==> src/rtl/noc_switch_node.sv <==
// Two-input, two-output NoC switch node: routes each valid word on one ADD bit,
// with round-robin arbitration per output and registered, stallable output lanes.
module noc_switch_node #(
  parameter int bit_width = 4,
  parameter int log_n_add = 3,
  parameter int ctrl_bit  = 1,
  parameter int level     = 0
) (
  input  logic                                        clk,
  input  logic                                        rst,
  input  logic [2*(ctrl_bit+log_n_add+bit_width)-1:0] in,
  input  logic [1:0]                                  stall_in,
  output logic [2*(ctrl_bit+log_n_add+bit_width)-1:0] out,
  output logic [1:0]                                  stall
);
  localparam int W        = ctrl_bit + log_n_add + bit_width;
  localparam int DEST_BIT = W - 1 - log_n_add + level;

  logic [W-1:0] in_p0   [2];
  logic [1:0]   req_p0  [2];
  logic [1:0]   vld_p0;
  logic [1:0]   dest_p0;
  logic [1:0]   free_p0;
  logic [1:0]   gnt_any_p0;
  logic [1:0]   gnt_src_p0;
  logic [1:0]   contend_p0;
  logic [1:0]   granted_p0;
  logic [W-1:0] out_p1  [2];
  logic [1:0]   vld_p1;
  logic [1:0]   rr_ptr;

  // Stage p0: unpack lanes, route and arbitrate
  always_comb begin
    for (int i = 0; i < 2; i++) begin
      in_p0[i]   = in[i*W +: W];
      vld_p0[i]  = in_p0[i][W-1];
      dest_p0[i] = in_p0[i][DEST_BIT];
      vld_p1[i]  = out_p1[i][W-1];
    end
  end

  always_comb begin
    req_p0[0]  = '0;
    req_p0[1]  = '0;
    free_p0    = '0;
    gnt_any_p0 = '0;
    gnt_src_p0 = '0;
    contend_p0 = '0;
    granted_p0 = '0;
    for (int j = 0; j < 2; j++) begin
      req_p0[j]  = vld_p0 & {dest_p0[1] == 1'(j), dest_p0[0] == 1'(j)};
      free_p0[j] = ~vld_p1[j] | ~stall_in[j];
      // A held output keeps its word, so nobody may be granted into it.
      if (!rst && free_p0[j] && (req_p0[j] != 2'b00)) begin
        gnt_any_p0[j] = 1'b1;
        contend_p0[j] = &req_p0[j];
        gnt_src_p0[j] = contend_p0[j] ? rr_ptr[j] : req_p0[j][1];
        granted_p0[gnt_src_p0[j]] = 1'b1;
      end
    end
    stall = vld_p0 & ~granted_p0;
  end

  // Stage p1: registered output lanes and round-robin pointers
  always_ff @(posedge clk) begin
    if (rst) begin
      out_p1[0] <= '0;
      out_p1[1] <= '0;
      rr_ptr    <= '0;
    end else begin
      for (int j = 0; j < 2; j++) begin
        if (free_p0[j]) begin
          out_p1[j] <= gnt_any_p0[j] ? in_p0[gnt_src_p0[j]] : '0;
        end
        if (contend_p0[j]) begin
          rr_ptr[j] <= ~gnt_src_p0[j];
        end
      end
    end
  end

  assign out = {out_p1[1], out_p1[0]};

endmodule

==> config.mk <==
export PLATFORM = sky130hd
export DESIGN_NAME = noc_switch_node
export DESIGN_NICKNAME = d
export VERILOG_FILES = /design/src/rtl/noc_switch_node.sv
export SDC_FILE = /design/constraint.sdc
export NUM_CORES = 1
export LEC_CHECK = 0
export ABC_CLOCK_PERIOD_IN_PS = 1000
export CAP_MARGIN = 20
export CORE_ASPECT_RATIO = 1.2
export CORE_MARGIN = 3
export CORE_UTILIZATION = 35
export CTS_CLUSTER_DIAMETER = 80
export DETAILED_ROUTE_END_ITERATION = 16
export PLACE_DENSITY = 0.8
export SLEW_MARGIN = 15
export SYNTH_ARGS = -nofsm -noshare
export SYNTH_HDL_FRONTEND = slang
export SYNTH_SLANG_ARGS = --single-unit
==> constraint.sdc <==
create_clock -name clk -period 1 [get_ports clk]
set_input_delay 0.2 -clock clk [delete_from_list [all_inputs] [get_ports clk]]
set_output_delay 0.2 -clock clk [all_outputs]
set_load 0.1 [all_outputs]
---- Word level (Yosys, flattened, before mapping) ----
Memories as Yosys holds them, arrays and structs flattened.
Cells that the tools add are included.
W data, S select, Z words.
operators by class
  magnitude comparators ................... 6
  mux-type cells .......................... 32
  bitwise operators ....................... 19
  reductions and logical operators ........ 11
operators by type and width
  operator              number
  $mux W8               10
  $mux W1               18
  $not A1 Y1            8
  $and A2 B2 Y2         3
  $logic_and A1 B1 Y1   6
  $ge A2 B2 Y1 const B  2
  $lt A1 B2 Y1 const B  2
  $mux W2               2
  $not A1 Y2            2
  $or A1 B1 Y1          4
  $reduce_and A2 Y1     2
  $reduce_bool A2 Y1    2
  $demux W1 S1          2
  $ge A1 B1 Y1 const B  2
  $not A2 Y2            1
  $or A2 B2 Y2          1
  $logic_not A1 Y1      1
word-level totals
  register bits ........................... 2
  memory bits (writable) .................. 16
  input bits .............................. 20
  output and inout port bits .............. 18
  logic and storage cells ................. 71
  memories ................................ 1
memories
  memory  depth  bits a word  read ports  clocked after Yosys merged registers in  wr ports  RTL line  text
  out_p1  2      8            2           0                                        2         28        logic [W-1:0] out_p1 [2];

---- Depth between registers and ports, before layout ----
  depth after elaboration ................. 13
  depth in mapped cells ................... 4
  mapped depth without buffers ............ 3

---- Worst setup path before layout ----
OpenSTA, ideal clock, no wires.
  kind .................................... reg2out
  start point ............................. mem out_p1[0][15] (netlist bit)
  end point ............................... out stall[0]
  arrival time ............................ 2.784 ns
  required time ........................... 0.800 ns
  slack ................................... -1.984 ns
  cell stages (with the launch flop) ...... 4
  buffers on the path ..................... 0
  path through ............................ edfxtp_1 > a21o_1 > a31oi_1 > o22ai_1
RTL lines
  item             RTL line  text
  start, declared  28
  end, declared    14        output logic [1:0] stall

==> flow_metrics.tcl <==
set metrics [dict create \
    die_y_um 64.1 \
    layout-drive-gt1-share_pct 58.9 \
    crit_fanout 2 \
    grt_pass1_wl_um 4840 \
    met2_usage_pct 34.3 \
    rows 20 \
    drtPass1Iterations 4 \
    cp.arrival_ns 1.45 \
    hold_path_class "in -> reg" \
    clock-sinks 18 \
    report.final.slew_viol_count 0 \
    hold_buffers 0 \
    final_common_cell "buf_12" \
    drc 0 \
    drt_wl_total_um 3610 \
    vias 1028 \
    grt_max_degree 13 \
    numCtsBuffers 3 \
    ys_types 28 \
    p_per_area_nw_per_um2 1220 \
    synth.avg_cell_area_um2 11.4 \
    drtIter0Drc 52 \
    dp.cells 175 \
    pre_cts_ws_ns -0.664 \
    power.leakage_nw 0.799 \
    finalCritPeriodShare_pct 165 \
    ant_nets 0 \
    synthMuxAreaShare_pct 0 \
    busiest_layer "met2" \
    hold_viol 0 \
    synth-seq-cells 18 \
    clk_latency_ns 0.29 \
    wire_per_inst_um 19.6 \
    clockRootBuffer "clkbuf_4" \
    synth_top_family_by_area "compound AO/OA/AOI/OAI gates" \
    start_kind "register" \
    io_pins 38 \
    syn2layout_area_growth_pct 106 \
    synth_warnings 0 \
    setup_viol 51 \
    cts-htree-levels 1 \
    grt_remaining_overflow 0 \
    status "complete, but fails checks" \
    synthesis.nets 106 \
    synthXorXnorAreaFrac_pct 0 \
    coreArea_um2 2600 \
    use_met1_pct 20.3 \
    ff2ff_path_depth 6 \
    maxCapViolCount 0 \
    rsz0062_at_grt "true" \
    grt_pass1_vias 1056 \
    n_antenna_cell 0 \
    finalCriticalPeriod_ns 1.65 \
    required_ns 0.80 \
    synth_top_area_cell "edfxtp_1" \
    endpoint_kind "output port" \
    die_w_um 54.4 \
    peakVddDrop_v 0.000858 \
    cts_buffer_depth 2 \
    synth_compound_area_share_pct 30.5 \
    synth-adder-area-share_pct 0 \
    fin_cells 184 \
    tritoncts "built" \
    syn_area_um2 983 \
    final_nets 173 \
    grt_use_total_pct 19.6 \
    antenna_found_initial 0 \
    violations "setup timing" \
    synth.area.top_cells "edfxtp_1 (49%), nand2_1 (9.2%), o22ai_2 (7.6%)" \
    clk_pin_slew_ns 0.09 \
    setup_ws_ns -0.655 \
    synthCells 86 \
    gp_congestion 0.851 \
    ys_seq_area_share_pct 52.9 \
    skew_ns 0.000276 \
    viasPerCell 5.59 \
    yosys.area_share.simple_pct 14.5 \
    io_buffers 37 \
    path_class "reg -> out" \
    synth_top_cell_area_share_pct 48.9 \
    max_freq_ghz 0.604 \
    start_util_pct 37.8 \
    min_delay_path_depth 2 \
    layout_common_cells "buf_12 (19), buf_4 (17), edfxtp_1 (16), nand2_1 (14), clkdlybuf4s50_1 (13)" \
    grt_use_met3_pct 3.26 \
    setup-tns-final_ns -11.11 \
    dp_hpwl_um 2250 \
    die-area_um2 3480 \
]
final cells by class:
| cell class | count | area (um2) |
|---|---|---|
| clock buffer | 3 | 22.5 |
| fill | 154 | 579 |
| inverter | 1 | 3.75 |
| multi-input combinational | 65 | 638 |
| sequential | 18 | 522 |
| tap | 33 | 41.3 |
| timing repair buffer | 64 | 796 |
worst max-delay path: stages (launching register included):
cell and delay, ns:
edfxtp_1 0.46, a21o_1 0.24, a31oi_4 0.19, o22ai_4 0.09, buf_12 0.17
metal layers:
| layer | part of all wire [%] | vias up |
|---|---|---|
| li1 | - | 463 |
| met1 | 34 | 492 |
| met2 | 54 | 54 |
| met3 | 6.5 | 19 |
| met4 | 5.7 | 0 |
| met5 | 0 | - |
stage by stage:
step,hold slack (ns),cell area [um2],power [mW],utilization [%]
final,0.493,2020,2.47,77.7
after global routing,0.508,2020,2.54,77.7
after floorplan,0.409,1060,1.54,-
after CTS,0.481,1930,2.40,74.3
after detailed placement,0.652,1810,2.01,69.5
after global placement,0.610,1810,1.99,69.5
logic make-up after synthesis:
family,after synthesis
simple gates,31
compound gates,33
buf+inv,3
flops,18
other cells,1
Yosys cell counts:
cell type	instances
nand2_1	24
edfxtp_1	16
o22ai_1	7
o22ai_2	6
a21oi_1	4
a21o_1	2
a21oi_2	2
dfxtp_1	2
nand2_2	2
nand3_1	2
o41ai_1	2
a21o_4	1
a31o_1	1
a31oi_1	1
and2b_4	1
buf_2	1
buf_4	1
conb_1	1
inv_1	1
nand2b_1	1
nand2b_4	1
o21a_1	1
o21ai_0	1
o21ai_4	1
o21bai_4	1
o2bb2ai_1	1
o311ai_1	1
o311ai_2	1
sequential cells by signal (all words and copies together), names as in the netlist:
signal,count
out_p1,16
rr_ptr,2
repair_timing:
item	4_1_cts	5_1_grt
resized for setup	28	15
setup endpoints to repair	51	51
cloned	0	2
buffers inserted	5	5
pin swaps	8	10
path summary, 6_finish.rpt:
path,start,endpoint,slack [ns]
worst max-delay path,out_p1[0][15]$_SDFFCE_PN0P_,stall[0],-0.65
worst min-delay path,stall_in[0],out_p1[0][7]$_SDFFCE_PN0P_,0.49
worst max register to register,out_p1[0][15]$_SDFFCE_PN0P_,rr_ptr[1]$_SDFFE_PP0P_,-0.53
worst min register to register,rr_ptr[0]$_SDFFE_PP0P_,rr_ptr[0]$_SDFFE_PP0P_,0.63
report_power, final:
part           switching, mW  total, mW  leakage (nW)  internal [mW]
Sequential            0.0483      0.926         0.204          0.878
Combinational          0.717       1.19         0.581          0.478
Clock                  0.212      0.352        0.0138          0.140
Power figures use the tool's default switching activity.
